## src/rtl/frame_rcvr.sv

```systemverilog
// Serial frame receiver.
// Hunts a serial bit stream for an HDR_W-bit header pattern (MSB first), then
// captures the following DATA_W bits as one frame body and pushes it into a
// DEPTH-entry first-word-fall-through FIFO. Reception never stalls: a frame
// that completes while the FIFO is full (and not being popped) is dropped and
// flagged on overrun.
//
// Ports:
//   clock     sole clock, rising edge
//   reset     synchronous, active-high reset
//   data_in   serial input, one bit per clock, MSB first
//   reading   pop request for the head frame (ignored while ready=0);
//             also clears overrun
//   ready     registered, FIFO holds at least one frame
//   overrun   registered, a completed frame was dropped since the last read
//   data_out  head FIFO entry, valid while ready=1
//   count     registered, number of frames held
module frame_rcvr #(
   parameter int unsigned      HDR_W  = 8,
   parameter logic [HDR_W-1:0] MATCH  = HDR_W'(8'hA5),
   parameter int unsigned      DATA_W = 8,
   parameter int unsigned      DEPTH  = 4
) (
   input  logic                       clock,
   input  logic                       reset,
   input  logic                       data_in,
   input  logic                       reading,
   output logic                       ready,
   output logic                       overrun,
   output logic [DATA_W-1:0]          data_out,
   output logic [$clog2(DEPTH):0]     count
);

   localparam int unsigned PTR_W = $clog2(DEPTH);
   localparam int unsigned CNT_W = $clog2(DEPTH) + 1;
   localparam int unsigned HC_W  = $clog2(HDR_W + 1);
   localparam int unsigned BC_W  = (DATA_W > 1) ? $clog2(DATA_W) : 1;

   typedef enum logic {
      HUNT = 1'b0,
      BODY = 1'b1
   } state_t;

   // ------------------------------------------------------------------
   // Declarations
   // ------------------------------------------------------------------
   state_t               state_q;
   state_t               state_d;

   logic [HDR_W-2:0]     win_q;        // previous HDR_W-1 hunt bits
   logic [HC_W-1:0]      hdr_cnt_q;    // hunt bits seen since entering HUNT
   logic [BC_W-1:0]      bit_cnt_q;    // body bit index
   logic [DATA_W-1:0]    body_q;

   logic [DATA_W-1:0]    mem [DEPTH];
   logic [PTR_W-1:0]     wr_ptr_q;
   logic [PTR_W-1:0]     rd_ptr_q;
   logic [CNT_W-1:0]     count_q;
   logic                 ready_q;
   logic                 overrun_q;

   logic [HDR_W-1:0]     hdr_next_c;
   logic                 hdr_full_c;
   logic                 hdr_hit_c;
   logic [DATA_W-1:0]    body_next_c;
   logic                 body_last_c;

   logic                 push_c;
   logic                 pop_c;
   logic                 full_c;
   logic                 store_c;
   logic                 drop_c;
   logic [CNT_W-1:0]     count_d;

   // ------------------------------------------------------------------
   // Receive datapath helpers
   // ------------------------------------------------------------------
   // Candidate header includes the bit arriving this cycle, so a match is
   // seen on the same edge that samples the header's last bit.
   assign hdr_next_c  = {win_q, data_in};
   assign hdr_full_c  = (hdr_cnt_q >= HC_W'(HDR_W - 1));
   assign hdr_hit_c   = hdr_full_c && (hdr_next_c == MATCH);
   // Cast drops the oldest bit; this also covers DATA_W == 1.
   assign body_next_c = DATA_W'({body_q, data_in});
   assign body_last_c = (bit_cnt_q == BC_W'(DATA_W - 1));

   // ------------------------------------------------------------------
   // FSM: state register
   // ------------------------------------------------------------------
   always_ff @(posedge clock) begin
      if (reset) begin
         state_q <= HUNT;
      end else begin
         state_q <= state_d;
      end
   end

   // ------------------------------------------------------------------
   // FSM: next-state logic
   // ------------------------------------------------------------------
   always_comb begin
      state_d = state_q;
      case (state_q)
         HUNT: begin
            if (hdr_hit_c) begin
               state_d = BODY;
            end
         end
         BODY: begin
            if (body_last_c) begin
               state_d = HUNT;
            end
         end
         default: begin
            state_d = HUNT;
         end
      endcase
   end

   // ------------------------------------------------------------------
   // FSM: outputs / FIFO control decode
   // ------------------------------------------------------------------
   always_comb begin
      push_c  = 1'b0;
      pop_c   = 1'b0;
      full_c  = 1'b0;
      store_c = 1'b0;
      drop_c  = 1'b0;
      count_d = count_q;

      push_c  = (state_q == BODY) && body_last_c;
      pop_c   = reading && ready_q;
      full_c  = (count_q == CNT_W'(DEPTH));
      // A pop on a full FIFO frees the slot the push is about to use.
      store_c = push_c && (!full_c || pop_c);
      drop_c  = push_c && full_c && !pop_c;
      count_d = count_q + CNT_W'(store_c) - CNT_W'(pop_c);
   end

   // ------------------------------------------------------------------
   // Header / body counters (reset to known values)
   // ------------------------------------------------------------------
   always_ff @(posedge clock) begin
      if (reset) begin
         hdr_cnt_q <= '0;
         bit_cnt_q <= '0;
      end else begin
         case (state_q)
            HUNT: begin
               bit_cnt_q <= '0;
               if (hdr_cnt_q != HC_W'(HDR_W)) begin
                  hdr_cnt_q <= hdr_cnt_q + HC_W'(1);
               end
            end
            BODY: begin
               // Cleared while in BODY so every return to HUNT starts at 0
               // and body bits can never complete a header.
               hdr_cnt_q <= '0;
               if (body_last_c) begin
                  bit_cnt_q <= '0;
               end else begin
                  bit_cnt_q <= bit_cnt_q + BC_W'(1);
               end
            end
            default: begin
               hdr_cnt_q <= '0;
               bit_cnt_q <= '0;
            end
         endcase
      end
   end

   // ------------------------------------------------------------------
   // Shift registers (no reset needed; contents qualified by counters)
   // ------------------------------------------------------------------
   always_ff @(posedge clock) begin
      if (state_q == HUNT) begin
         win_q <= hdr_next_c[HDR_W-2:0];
      end
      if (state_q == BODY) begin
         body_q <= body_next_c;
      end
   end

   // ------------------------------------------------------------------
   // FIFO storage
   // ------------------------------------------------------------------
   always_ff @(posedge clock) begin
      if (!reset && store_c) begin
         mem[wr_ptr_q] <= body_next_c;
      end
   end

   // ------------------------------------------------------------------
   // FIFO pointers, occupancy and status flags
   // ------------------------------------------------------------------
   always_ff @(posedge clock) begin
      if (reset) begin
         wr_ptr_q  <= '0;
         rd_ptr_q  <= '0;
         count_q   <= '0;
         ready_q   <= 1'b0;
         overrun_q <= 1'b0;
      end else begin
         if (store_c) begin
            wr_ptr_q <= wr_ptr_q + PTR_W'(1);
         end
         if (pop_c) begin
            rd_ptr_q <= rd_ptr_q + PTR_W'(1);
         end
         count_q <= count_d;
         ready_q <= (count_d != '0);
         // Any read clears the flag, and the clear wins over a new drop.
         if (reading) begin
            overrun_q <= 1'b0;
         end else if (drop_c) begin
            overrun_q <= 1'b1;
         end
      end
   end

   assign ready    = ready_q;
   assign overrun  = overrun_q;
   assign count    = count_q;
   assign data_out = mem[rd_ptr_q];

endmodule

```

## config.mk

```make
export PLATFORM = sky130hd
export DESIGN_NAME = frame_rcvr
export DESIGN_NICKNAME = d
export VERILOG_FILES = /design/src/rtl/frame_rcvr.sv
export SDC_FILE = /design/constraint.sdc
export NUM_CORES = 1
export LEC_CHECK = 0
export CORE_MARGIN = 2
export CORE_UTILIZATION = 62
export CTS_CLUSTER_DIAMETER = 80
export DETAILED_ROUTE_END_ITERATION = 12
export PLACE_DENSITY = 0.83
export SLEW_MARGIN = 40
export SYNTH_ARGS = -nofsm -noshare
export SYNTH_HDL_FRONTEND = slang
export SYNTH_SLANG_ARGS = --single-unit
```

## constraint.sdc

```tcl
create_clock -name clock -period 4.8 [get_ports clock]
set_input_delay 0.48 -clock clock [delete_from_list [all_inputs] [get_ports clock]]
set_output_delay 0.48 -clock clock [all_outputs]
set_load 0.02 [all_outputs]
```

==> impl_metrics.yaml <==
status:
  outcome: "complete, no violations"
cts:
  ctsResizeCount: 0
  clk_latency_ps: 330
  cts_made_buffers: 9
  cts_hold_buffers: 0
  cts_max_level: 3
  cts_tree: "done"
  clock_path_buffers: 2
  clockRootBuffer: "clkbuf_8"
  post_cts_buffers: 0
  clkSinkCount: 65
  clkSlewWorstSetupHoldPaths_ps: 70
drt:
  initialDrtViolationCount: 83
  vias: 1302
  drc: 0
  post_drt_wl_per_cell_um: 17.12
  wl_um: 3920
  ant_nets: 0
  via_per_inst: 5.686
  firstDrtPassIters: 4
sta:
  worst_pin_slew_ps: 788.0
  setup_viol: 0
  max_freq_mhz: 374.9
  hold-worst-slack_ps: 429.0
  fin_crit_ps: 2668
  drv_slew: 0
  rsz0062_at_grt: "false"
  finalClockSkew_ps: 7.890
  finalCritPeriodShare_pct: 55.57
  slew-limit-headroom_pct: 47.24
  hold_viol_final: 0
  fin_setup_tns_ps: 0
global_route:
  grt_use_met1_pct: 26.66
  grt_max_degree: 24
  antenna_found_initial: 0
  grt_pass1_vias: 1353
  grt-ovfl-total: 0
  grtUsageTotal_pct: 20.85
  grt_first_pass_wirelength_um: 6603
  use_met3_pct: 6.086
  top_usage_layer: "met2"
  met2_usage_pct: 32.89
floorplan:
  io_pins: 17
  coreArea_sq_mm: 0.003971
  die-area_sq_mm: 0.004642
  die_w_um: 68.13
  initial_core_util_pct: 64.21
  core.rowCount: 23
  die_height_um: 68.13
worst_setup_path:
  path_delay_family: "adder cells"
  r2r_start: "state_q"
  worst_path_largest_cell_delay_ps: 720
  critical_path.max_fanout: 15
  critPathLaunchType: "flip-flop"
  path_cells: "nand2_2 -> a21o_2 -> ha_1 -> inv_1 -> ha_1 -> fa_1 -> xnor2_1 -> xnor2_1 -> a21oi_1"
  end_kind: "flip-flop"
  cp-startpoint: "state_q"
  critical_path_class: "reg -> reg"
  slowest_stage: "dfxtp_1"
  worstPathArrival_ps: 2860
  path_buf_inv: 1
  worstPathRequired_ps: 4990
cells_and_area:
  syn_to_final_growth_pct: 16.73
  nFillCells: 226
  drive_above_1_share_pct: 18.99
  utilization_pct: 74.95
  antenna_cells: 0
  num-nets-final: 189
  fin_cells: 229
synth:
  synthesis.area_sq_mm: 0.002550
  synthDominantCellAreaShare_pct: 54.17
  yosysWarningCount: 0
  syn_nets: 167
  synthArstFlopShare_pct: 0
  syn_avg_cell_area_sq_um: 16.78
  yosysMostFrequentCell: "edfxtp_1"
  synth.largest_area_cell: "edfxtp_1"
  synth_seq_cells: 65
  ys_seq_area_share_pct: 69.09
  ys_types: 35
  synth.area.top_cells: "edfxtp_1, dfxtp_1, mux4_2, ha_1, nor3b_2"
  synth_common_cells: "edfxtp_1, dfxtp_1, ha_1, inv_1, mux4_2"
  yosys_most_used_dff: "edfxtp_1"
  synth_edf_count: 46
  syn_inst: 152
flow_run:
  cap_viol_max_count: 0
power:
  p_total_mw: 1.402
  leakagePower_nw: 1.043
  power_density_mw_per_mm2: 471.1
  vdd_drop_max_uv: 346.0
hold_path:
  hold_start: "bit_cnt_q[0]"
  hold_class: "reg -> reg"
place:
  hpwl_um: 2516
  dpl.cell_count: 213
  portBuffers: 16
  gp_congestion: 0.7030
[state kept, by name, indices dropped and copies added (netlist names), named ones only]
signal     count
hdr_cnt_q      4
wr_ptr_q       2
rd_ptr_q       2
body_q         7
bit_cnt_q      3
overrun        1
count          3
mem           32
win_q          7
state_q        1
ready          1
[metrics by stage]
stage | area (sq um) | setup WS [ps]
after floorplan | 2550 | 2456
after global placement | 2740 | 1946
after detailed placement | 2740 | 1848
after CTS | 2982 | 2117
after global routing | 2977 | 1938
final | 2977 | 2132
[path summary, 6_finish.rpt]
kind | endpoint | slack, ps | cells after the start
setup / recovery | ready | 2130 | 9
hold reg to reg | bit_cnt_q[0] | 430 | 1
hold / removal | bit_cnt_q[0] | 430 | 1
setup reg to reg | ready | 2130 | 9
[metal layers]
layer  up-vias  wire [um]
met1       647       1698
met4         0         74
met5         -          0
met2        35       2017
li1        612          -
met3         8        130
[cell families after synthesis]
kind of cell,after synthesis,share of synthesized area [%]
flip-flops,65,69.09
AND/OR/NAND/NOR,36,9.470
buffers and inverters,15,2.748
adder cells (fa/ha/maj),11,5.692
AO/OA/AOI/OAI,10,3.484
multiplexers,9,7.458
XOR/XNOR,6,2.061
[power breakdown]
group / switching, mW / internal [mW]
combinational: 0.0934 / 0.105
sequential: 0.0333 / 0.619
clock: 0.207 / 0.345
[cell type report]
cell class	count	area, sq um	share of cell area [%]
Sequential cell	65	1762	59.18
Multi-Input combinational cell	72	718.2	24.13
Timing Repair Buffer	16	155.1	5.212
Clock buffer	9	123.9	4.161
Clock inverter	7	117.6	3.951
Tap cell	50	62.56	2.102
Inverter	10	37.54	1.261
[cells in the final DEF, fill, tap and decap left out, types with 2 or more instances in the layout]
master | Yosys | routed
and2_1 | 2 | 2
and3_1 | 2 | 2
ha_1 | 10 | 10
a21oi_1 | 2 | 2
clkinvlp_4 | 0 | 2
nand3_1 | 2 | 2
xnor2_1 | 4 | 4
mux4_2 | 8 | 8
nor2_1 | 6 | 6
dfxtp_1 | 19 | 19
nand2_1 | 3 | 3
nor3b_2 | 4 | 4
bufinv_16 | 0 | 3
a2111oi_2 | 2 | 2
inv_1 | 9 | 9
xor2_1 | 2 | 2
nor4bb_1 | 2 | 2
nor2b_1 | 4 | 4
a211o_1 | 2 | 2
nor3_1 | 5 | 5
clkdlybuf4s50_1 | 0 | 15
clkbuf_8 | 0 | 9
edfxtp_1 | 46 | 46
nand3b_1 | 2 | 2
Power figures use the tool's default switching activity.
